**src/rtl/branch_resolver.sv**
```systemverilog
// In-order tracker for control-flow predictions. Entries are queued at preRR and
// checked against the EX outcome, producing flush/redirect, predictor training bits and counters.
module branch_resolver #(
  parameter int DEPTH = 4,
  parameter int CNT_W = 32
) (
  input  logic             clk,
  input  logic             rst,
  input  logic             push1,
  input  logic             push2,
  input  logic             pred_taken1,
  input  logic             pred_taken2,
  input  logic [31:0]      pred_pc1,
  input  logic [31:0]      pred_pc2,
  input  logic             resolve1,
  input  logic             resolve2,
  input  logic             act_taken1,
  input  logic             act_taken2,
  input  logic [31:0]      act_next_pc1,
  input  logic [31:0]      act_next_pc2,
  output logic             mispredict,
  output logic [31:0]      redirect_pc,
  output logic             is_jump1,
  output logic             is_jump2,
  output logic             upd_valid1,
  output logic             upd_valid2,
  output logic             full,
  output logic             empty,
  output logic [CNT_W-1:0] resolved_cnt,
  output logic [CNT_W-1:0] mispred_cnt,
  output logic             err
);
  localparam int AW = $clog2(DEPTH);
  localparam int CW = AW + 1;

  // Handshake: push/resolve are single-cycle strobes with no back-pressure; the
  // producer must respect full/empty, and violations are dropped and flagged on err.
  logic             ent_taken_q [DEPTH];
  logic [31:0]      ent_pc_q    [DEPTH];
  logic [AW-1:0]    head_q, tail_q, head_d, tail_d, idx2;
  logic [CW-1:0]    count_q, count_d, need2, free;
  logic             mispredict_q, is_jump1_q, is_jump2_q, upd_valid1_q, upd_valid2_q, err_q;
  logic [31:0]      redirect_q;
  logic [CNT_W-1:0] resolved_q, resolved_d, mispred_q, mispred_d;
  logic [CNT_W:0]   rsum, msum;
  logic             live, r1_ok, r2_ok, r2_match, mis1, mis2, mis, res_err, push_err;
  logic [1:0]       n_pop, n_req, n_acc;
  logic             d0_taken;
  logic [31:0]      d0_pc;

  always_comb begin
    live     = !mispredict_q;
    idx2     = resolve1 ? head_q + AW'(1) : head_q;
    need2    = resolve1 ? CW'(2) : CW'(1);
    r1_ok    = live && resolve1 && (count_q != '0);
    r2_match = live && resolve2 && (count_q >= need2);
    mis1     = r1_ok && (act_next_pc1 != ent_pc_q[head_q]);
    // An older mispredict squashes the younger slot entirely.
    r2_ok    = r2_match && !mis1;
    mis2     = r2_ok && (act_next_pc2 != ent_pc_q[idx2]);
    mis      = mis1 || mis2;
    res_err  = live && ((resolve1 && (count_q == '0)) || (resolve2 && (count_q < need2)));
    n_pop    = {1'b0, r1_ok} + {1'b0, r2_ok};

    free     = CW'(DEPTH) - count_q;
    n_req    = {1'b0, push1} + {1'b0, push2};
    push_err = live && !mis && (CW'(n_req) > free);
    n_acc    = 2'd0;
    if (live && !mis) n_acc = (CW'(n_req) > free) ? free[1:0] : n_req;
    d0_taken = push1 ? pred_taken1 : pred_taken2;
    d0_pc    = push1 ? pred_pc1 : pred_pc2;

    head_d   = head_q + AW'(n_pop);
    if (mis) begin
      tail_d  = head_d;
      count_d = '0;
    end else begin
      tail_d  = tail_q + AW'(n_acc);
      count_d = count_q - CW'(n_pop) + CW'(n_acc);
    end

    rsum       = {1'b0, resolved_q} + (CNT_W+1)'(n_pop);
    resolved_d = rsum[CNT_W] ? '1 : rsum[CNT_W-1:0];
    msum       = {1'b0, mispred_q} + (CNT_W+1)'(mis);
    mispred_d  = msum[CNT_W] ? '1 : msum[CNT_W-1:0];
  end

  always_ff @(posedge clk or negedge rst) begin
    if (!rst) begin
      for (int i = 0; i < DEPTH; i++) begin
        ent_taken_q[i] <= 1'b0;
        ent_pc_q[i]    <= '0;
      end
      head_q       <= '0;
      tail_q       <= '0;
      count_q      <= '0;
      mispredict_q <= 1'b0;
      redirect_q   <= '0;
      is_jump1_q   <= 1'b0;
      is_jump2_q   <= 1'b0;
      upd_valid1_q <= 1'b0;
      upd_valid2_q <= 1'b0;
      resolved_q   <= '0;
      mispred_q    <= '0;
      err_q        <= 1'b0;
    end else begin
      if (n_acc != 2'd0) begin
        ent_taken_q[tail_q] <= d0_taken;
        ent_pc_q[tail_q]    <= d0_pc;
      end
      if (n_acc == 2'd2) begin
        ent_taken_q[tail_q + AW'(1)] <= pred_taken2;
        ent_pc_q[tail_q + AW'(1)]    <= pred_pc2;
      end
      head_q       <= head_d;
      tail_q       <= tail_d;
      count_q      <= count_d;
      mispredict_q <= mis;
      if (mis) redirect_q <= mis1 ? act_next_pc1 : act_next_pc2;
      upd_valid1_q <= r1_ok;
      upd_valid2_q <= r2_ok;
      is_jump1_q   <= r1_ok && act_taken1;
      is_jump2_q   <= r2_ok && act_taken2;
      resolved_q   <= resolved_d;
      mispred_q    <= mispred_d;
      err_q        <= err_q || res_err || push_err;
    end
  end

  assign mispredict   = mispredict_q;
  assign redirect_pc  = redirect_q;
  assign is_jump1     = is_jump1_q;
  assign is_jump2     = is_jump2_q;
  assign upd_valid1   = upd_valid1_q;
  assign upd_valid2   = upd_valid2_q;
  assign full         = (count_q >= CW'(DEPTH - 1));
  assign empty        = (count_q == '0);
  assign resolved_cnt = resolved_q;
  assign mispred_cnt  = mispred_q;
  assign err          = err_q;
endmodule

```
**config.mk**
```make
export PLATFORM = sky130hd
export DESIGN_NAME = branch_resolver
export DESIGN_NICKNAME = d
export VERILOG_FILES = /design/src/rtl/branch_resolver.sv
export SDC_FILE = /design/constraint.sdc
export NUM_CORES = 1
export LEC_CHECK = 0
export CAP_MARGIN = 30
export CORE_MARGIN = 2
export CORE_UTILIZATION = 54
export CTS_CLUSTER_SIZE = 24
export DETAILED_ROUTE_END_ITERATION = 8
export GPL_ROUTABILITY_DRIVEN = 0
export PLACE_DENSITY = 0.81
export SETUP_SLACK_MARGIN = 0.4
export SLEW_MARGIN = 10
export SYNTH_ARGS = -nofsm -noshare
export SYNTH_HDL_FRONTEND = slang
export SYNTH_SLANG_ARGS = --single-unit
```
**constraint.sdc**
```tcl
create_clock -name clk -period 6.88 [get_ports clk]
set_clock_uncertainty 0.15 [all_clocks]
set_input_delay 1.376 -clock clk [delete_from_list [all_inputs] [get_ports clk]]
set_output_delay 1.376 -clock clk [all_outputs]
set_load 0.02 [all_outputs]
```
==> results of run 1 <==
==> power breakdown <==
| part | total, mW | leakage (nW) | switching [mW] | internal (mW) |
|---|---|---|---|---|
| logic | 4.24 | 4.28 | 2.46 | 1.78 |
| registers | 2.42 | 3.02 | 0.514 | 1.90 |
| clock network | 1.49 | 0.444 | 0.590 | 0.899 |
| total | 8.15 | 7.75 | 3.57 | 4.58 |
==> how the worst min path moves through the flow <==
stage,start,to,cells after the start
5_1_grt,redirect_pc[23],redirect_pc[23],2
4_1_cts,redirect_pc[23],redirect_pc[23],2
6_report,redirect_pc[23],redirect_pc[23],2
3_5_place_dp,redirect_pc[23],redirect_pc[23],2
2_1_floorplan,head_q[0],head_q[0],1
3_3_place_gp,redirect_pc[22],redirect_pc[22],2
==> cell families after synthesis <==
logic type | after synthesis | share of synthesized area (%)
compound gates | 421 | 22.1
simple gates | 312 | 10.6
flops | 237 | 40.9
xor+xnor | 177 | 10.7
buf+inv | 128 | 4.17
mux | 100 | 9.70
fa+ha+maj | 20 | 1.88
==> registers in the layout, summed over array words and instances (netlist names), 2 cells and up <==
signal / count
head_q: 2
mispred_cnt: 32
count_q: 3
ent_pc_q: 128
resolved_cnt: 32
tail_q: 2
redirect_pc: 32
==> layout make-up <==
| type | instances | area, um^2 | share of cell area (%) |
|---|---|---|---|
| clock buffer | 34 | 732 | 4.01 |
| antenna | 1 | 2.50 | 0.0137 |
| sequential | 237 | 5930 | 32.5 |
| tap | 335 | 419 | 2.29 |
| multi-input combinational | 1030 | 8010 | 43.9 |
| timing repair buffer | 289 | 2920 | 16.0 |
| clock inverter | 13 | 178 | 0.972 |
| inverter | 21 | 78.8 | 0.431 |
==> worst max-delay path, cell delays in order, from the launching register on <==
cell and delay, ns:
dfrtp_2 0.93, buf_4 0.40, mux4_2 0.36, xor2_1 0.16, nor4_1 0.54, nand4_1 0.26, o31ai_4 0.31, and2_1 0.23
ha_1 0.19, ha_1 0.19, inv_1 0.06, fa_1 0.40, nor2_1 0.19, nand3_1 0.19, or3_1 0.46, nor3_1 0.39
nand3_1 0.27, buf_4 0.29, o21ai_0 0.10
==> Yosys cell counts (6+ instances only) <==
master / n
a21oi_1: 75
a32oi_1: 128
and2_1: 36
and3_1: 9
buf_1: 14
buf_2: 24
buf_4: 17
clkbuf_1: 48
dfrtp_1: 237
ha_1: 17
inv_1: 20
mux2i_1: 64
mux4_2: 32
nand2_1: 109
nand2b_1: 8
nand3_1: 27
nand4_1: 15
nor2_1: 30
nor3_1: 42
nor4_1: 19
o211ai_1: 6
o21ai_0: 43
o22ai_1: 16
o2bb2ai_1: 128
xnor2_1: 25
xor2_1: 152
==> metrics by stage <==
stage          area [um^2]  std cells  hold slack [ns]  total power [mW]  setup slack (ns)
2_1_floorplan        14500       1395            0.369              5.07              1.33
3_3_place_gp         17300       1907            0.311              6.32             0.573
3_5_place_dp         17300       1910            0.320              6.49             0.478
4_1_cts              18200       1957            0.334              8.01             0.829
5_1_grt              18300       1960            0.358              8.51             0.478
6_report             18300       1960            0.331              8.15             0.693
==> layer usage <==
metal	routed length, um	vias up	share of wire [%]	global-route usage (%)
met2	22100	1043	44	52.7
met5	13	-	0.026	0
met4	2500	2	5.1	16.3
met1	18500	6414	37	45.3
li1	-	5779	-	-
met3	6470	227	13	9.64
==> impl_metrics.env, run 1 <==
export IMPL_outcome="complete, no violations"
export IMPL_yosys_warnings=0
export IMPL_cts_resized=0
export IMPL_vias_per_cell=6.87
export IMPL_syn_inst=1395
export IMPL_core_area_um2=26200
export IMPL_async_reset_ff_share_pct=100
export IMPL_crit_type="register to register"
export IMPL_cts_hold_buffers=0
export IMPL_clock_latency_ns=0.54
export IMPL_drtIter0Drc=1744
export IMPL_dp_hpwl_mm=32.5
export IMPL_peakVddDrop_uv=354
export IMPL_critical_path_required_ns=7.19
export IMPL_r2r_setup_slack_ns=0.69
export IMPL_die_area_um2=28200
export IMPL_grt_pass1_wl_mm=75.9
export IMPL_die_h_um=168
export IMPL_cp_max_fo=26
export IMPL_timing_rr_start="head_q[1]"
export IMPL_endpoint="resolved_cnt[5]"
export IMPL_clk_pin_slew_ns=0.06
export IMPL_p_leak_nw=7.75
export IMPL_period_needed_ns=6.19
export IMPL_drive_above_1_share_pct=8.99
export IMPL_setup_viol=0
export IMPL_hp_class="register to register"
export IMPL_htreeDepth=1
export IMPL_cts_setup_buffers=0
export IMPL_cts_tree="done"
export IMPL_cts_buffers=26
export IMPL_syn_nets=1553
export IMPL_period_share_pct=89.9
export IMPL_syn_area_um2=14500
export IMPL_wl_per_cell_um=25.3
export IMPL_port_buffers=239
export IMPL_start_kind="register"
export IMPL_netlist_cell_type_count=49
export IMPL_rr_endpoint="resolved_cnt[5]"
export IMPL_ys_flop_type="dfrtp_1"
export IMPL_postRouteAntennaNets=0
export IMPL_routed_via_count=13500
export IMPL_initial_core_util_pct=55.3
export IMPL_end_kind="register"
export IMPL_grtUsageTotal_pct=34.4
export IMPL_first_pass_iters=6
export IMPL_syn_area_per_cell_um2=10.4
export IMPL_grt_setup_unrepaired="false"
export IMPL_fin_setup_tns_ns=0
export IMPL_ios=242
export IMPL_wl_mm=49.6
export IMPL_cap_violations=0
export IMPL_clock_root_buffer="clkbuf_16"
export IMPL_grt_max_degree=99
export IMPL_drcViolationCount=0
export IMPL_ys_ff_latch=237
export IMPL_cts_num_sinks=237
export IMPL_area_delta_synth_final_pct=26.0
export IMPL_yosys_area_top_type="dfrtp_1"
export IMPL_num_rows=59
export IMPL_power_density_nw_per_um2=446
export IMPL_cts_buffer_depth=3
export IMPL_final_net_count=1763
export IMPL_post_synth_top_area_fraction_pct=40.9
export IMPL_startpoint="head_q[1]"
export IMPL_die_x_um=168
export IMPL_slew_violations=0
export IMPL_slew_headroom_pct=42.6
export IMPL_synth_area_leaders="dfrtp_1 (41%), xor2_1 (9.2%), a32oi_1 (7.7%), o2bb2ai_1 (7.7%), mux4_2 (5.0%)"
export IMPL_layout_common_cells="clkdlybuf4s50_1 (238), dfrtp_1 (235), xor2_1 (152)"
export IMPL_final_fill_count=1911
export IMPL_fmax_ghz=0.162
export IMPL_antenna_found_initial=2
export IMPL_final_util_pct=69.7
export IMPL_synth_edf_count=0
export IMPL_tightest_slew_ns=0.860
export IMPL_mostFrequentLayoutCell="clkdlybuf4s50_1"
export IMPL_reg2reg_depth=18
export IMPL_first_global_vias=13600
export IMPL_ys_seq_area_share_pct=40.9
export IMPL_arrival_ns=6.49
export IMPL_hold_viol=0
export IMPL_grt_overflow=0
(Power assumes the default switching activity.)
==> inputs of run 2 (changes only) <==
--- a/config.mk
+++ b/config.mk
@@ -6,12 +6,12 @@
 export NUM_CORES = 1
 export LEC_CHECK = 0
 export CAP_MARGIN = 30
-export CORE_MARGIN = 2
 export CORE_UTILIZATION = 54
 export CTS_CLUSTER_SIZE = 24
 export DETAILED_ROUTE_END_ITERATION = 8
 export GPL_ROUTABILITY_DRIVEN = 0
 export PLACE_DENSITY = 0.81
+export REMOVE_ABC_BUFFERS = 1
 export SETUP_SLACK_MARGIN = 0.4
 export SLEW_MARGIN = 10
 export SYNTH_ARGS = -nofsm -noshare
==> impl_metrics.env, run 2 (synthesis gave the netlist of run 1 again) <==
export IMPL_mostFrequentLayoutCell="clkdlybuf4s50_1"
export IMPL_initial_core_util_pct=55.3
export IMPL_first_pass_iters=8
export IMPL_die_h_um=166
export IMPL_total_power_mw=7.95
export IMPL_port_buffers=239
export IMPL_cts_buffer_depth=3
export IMPL_p_leak_nw=7.78
export IMPL_final_area_um2=18300
export IMPL_antenna_found_initial=2
export IMPL_max_stage_delay_ns=0.75
export IMPL_grt_max_degree=127
export IMPL_layout_common_cells="clkdlybuf4s50_1 (238), dfrtp_1 (235), xor2_1 (152)"
export IMPL_switchingPower_mw=3.40
export IMPL_vias_per_cell=6.62
export IMPL_die_area_um2=27500
export IMPL_cts_setup_buffers=0
export IMPL_pwr_share_clk_pct=18.1
export IMPL_tightest_slew_ns=1.04
export IMPL_grt_pass1_wl_mm=72.2
export IMPL_placed_cell_area_um2=17400
export IMPL_largest_reg_flops=128
export IMPL_hp_class="register to register"
export IMPL_seqPwrFrac_pct=29.9
export IMPL_period_share_pct=86.4
export IMPL_num_rows=59
export IMPL_area_delta_synth_final_pct=26.1
export IMPL_clock_latency_ns=0.54
export IMPL_regArea_um2=5930
export IMPL_drcViolationCount=14
export IMPL_multi_input_area_um2=8010
export IMPL_core_area_um2=26200
export IMPL_ios=242
export IMPL_htreeDepth=1
export IMPL_wl_per_cell_um=23.4
export IMPL_crit_type="register to register"
export IMPL_place_ws_ns=0.600
export IMPL_cts_num_sinks=237
export IMPL_internal_power_mw=4.56
export IMPL_cts_resized=0
export IMPL_regMostFlops="ent_pc_q"
export IMPL_final_util_pct=69.8
export IMPL_dp_hpwl_mm=30.0
export IMPL_postRouteAntennaNets=0
export IMPL_outcome="finished, violations left"
export IMPL_period_needed_ns=5.95
export IMPL_critical_path_required_ns=7.18
export IMPL_cap_violations=0
export IMPL_slew_headroom_pct=30.5
export IMPL_arrival_ns=6.25
export IMPL_clk_pin_slew_ns=0.06
export IMPL_final_net_count=1777
export IMPL_layout_setup_ws_ns=0.934
export IMPL_routed_via_count=13100
export IMPL_grt_setup_unrepaired="false"
export IMPL_cts_hold_buffers=0
export IMPL_drive_above_1_share_pct=9.65
export IMPL_drtIter0Drc=1171
export IMPL_wl_mm=46.1
export IMPL_end_kind="register"
export IMPL_start_kind="register"
export IMPL_final_fill_count=1990
export IMPL_violations="design-rule violations"
export IMPL_fmax_ghz=0.168
export IMPL_crit_slowest_cell="dfrtp_2"
export IMPL_cp_max_fo=28
export IMPL_cts_buffers=27
export IMPL_die_x_um=166
export IMPL_clock_root_buffer="clkbuf_16"
export IMPL_p_sw_share_pct=42.7
export IMPL_p_comb_share_pct=51.9
export IMPL_fin_cells=1974
export IMPL_slew_violations=0
export IMPL_peakVddDrop_uv=213
export IMPL_cp_cell_sequence="buf_4 -> mux4_2 -> xor2_1 -> nor4_1 -> nand4_1 -> o31ai_4 -> and2_1 -> ha_1 -> ha_1 -> inv_1 -> fa_1 -> nor2_1 -> nand3_1 -> or3_1 -> nor3_1 -> nand3_1 -> buf_4 -> o21ai_0"
export IMPL_cts_tree="done"
export IMPL_power_density_nw_per_um2=435
export IMPL_setup_viol=0
export IMPL_grtUsageTotal_pct=32.9
export IMPL_hold_viol=0
export IMPL_whs_ns=0.328
export IMPL_grt_overflow=0
export IMPL_placed_cells=1925
export IMPL_fin_setup_tns_ns=0
export IMPL_first_global_vias=13300
run 2: cell count changes in the layout (fill, tap and decap cells not counted):
cell	change
clkinv_4	-2
clkinvlp_4	-2
buf_12	+1
inv_6	+1
clkbuf_8	+3
buf_6	-2
bufinv_16	-2
clkinv_2	+1
buf_16	-3
clkbuf_1	+2
buf_4	+17
run 2: layout make-up:
type / count / share of cell area, %
tap: 335 / 2.29
clock inverter: 9 / 0.541
timing repair buffer: 302 / 16.2
antenna: 1 / 0.0137
inverter: 21 / 0.431
sequential: 237 / 32.5
multi-input combinational: 1030 / 43.8
clock buffer: 39 / 4.27
run 2: critical path: cells and delay by family (launching register included):
kind            cells  cell delay (ns)
fa+ha+maj           3             0.79
simple gates        8             2.39
mux                 1             0.52
flops               1             0.75
xor+xnor            1             0.17
buf+inv             3             0.62
compound gates      2             0.45
run 2: worst paths after layout:
kind | from | endpoint | slack, ns | cells past startpoint
max | head_q[0] | resolved_cnt[5] | 0.93 | 18
max reg2reg | head_q[0] | resolved_cnt[5] | 0.93 | 18
min reg2reg | redirect_pc[8] | redirect_pc[8] | 0.33 | 2
min | redirect_pc[8] | redirect_pc[8] | 0.33 | 2
max in group asynchronous | rst | head_q[0] | 4.60 | 2
min in group asynchronous | rst | redirect_pc[19] | 0.75 | 1
run 2: power by group through the flow:
stage | combinational, mW | clock (mW) | sequential [mW]
6_report | 4.13 | 1.44 | 2.38
5_1_grt | 4.40 | 1.51 | 2.45
4_1_cts | 4.06 | 1.45 | 2.37
3_5_place_dp | 4.03 | 0 | 2.38
3_3_place_gp | 3.92 | 0 | 2.35
2_1_floorplan | 2.43 | 0 | 2.51
run 2: metal layers:
metal  track usage (%)  vias to the layer above  share of wire, %
li1                  -                     5788                 -
met4              13.9                        0               3.9
met3              6.60                      136                10
met2              54.0                      771                48
met5                 0                        -                 0
met1              42.6                     6382                39
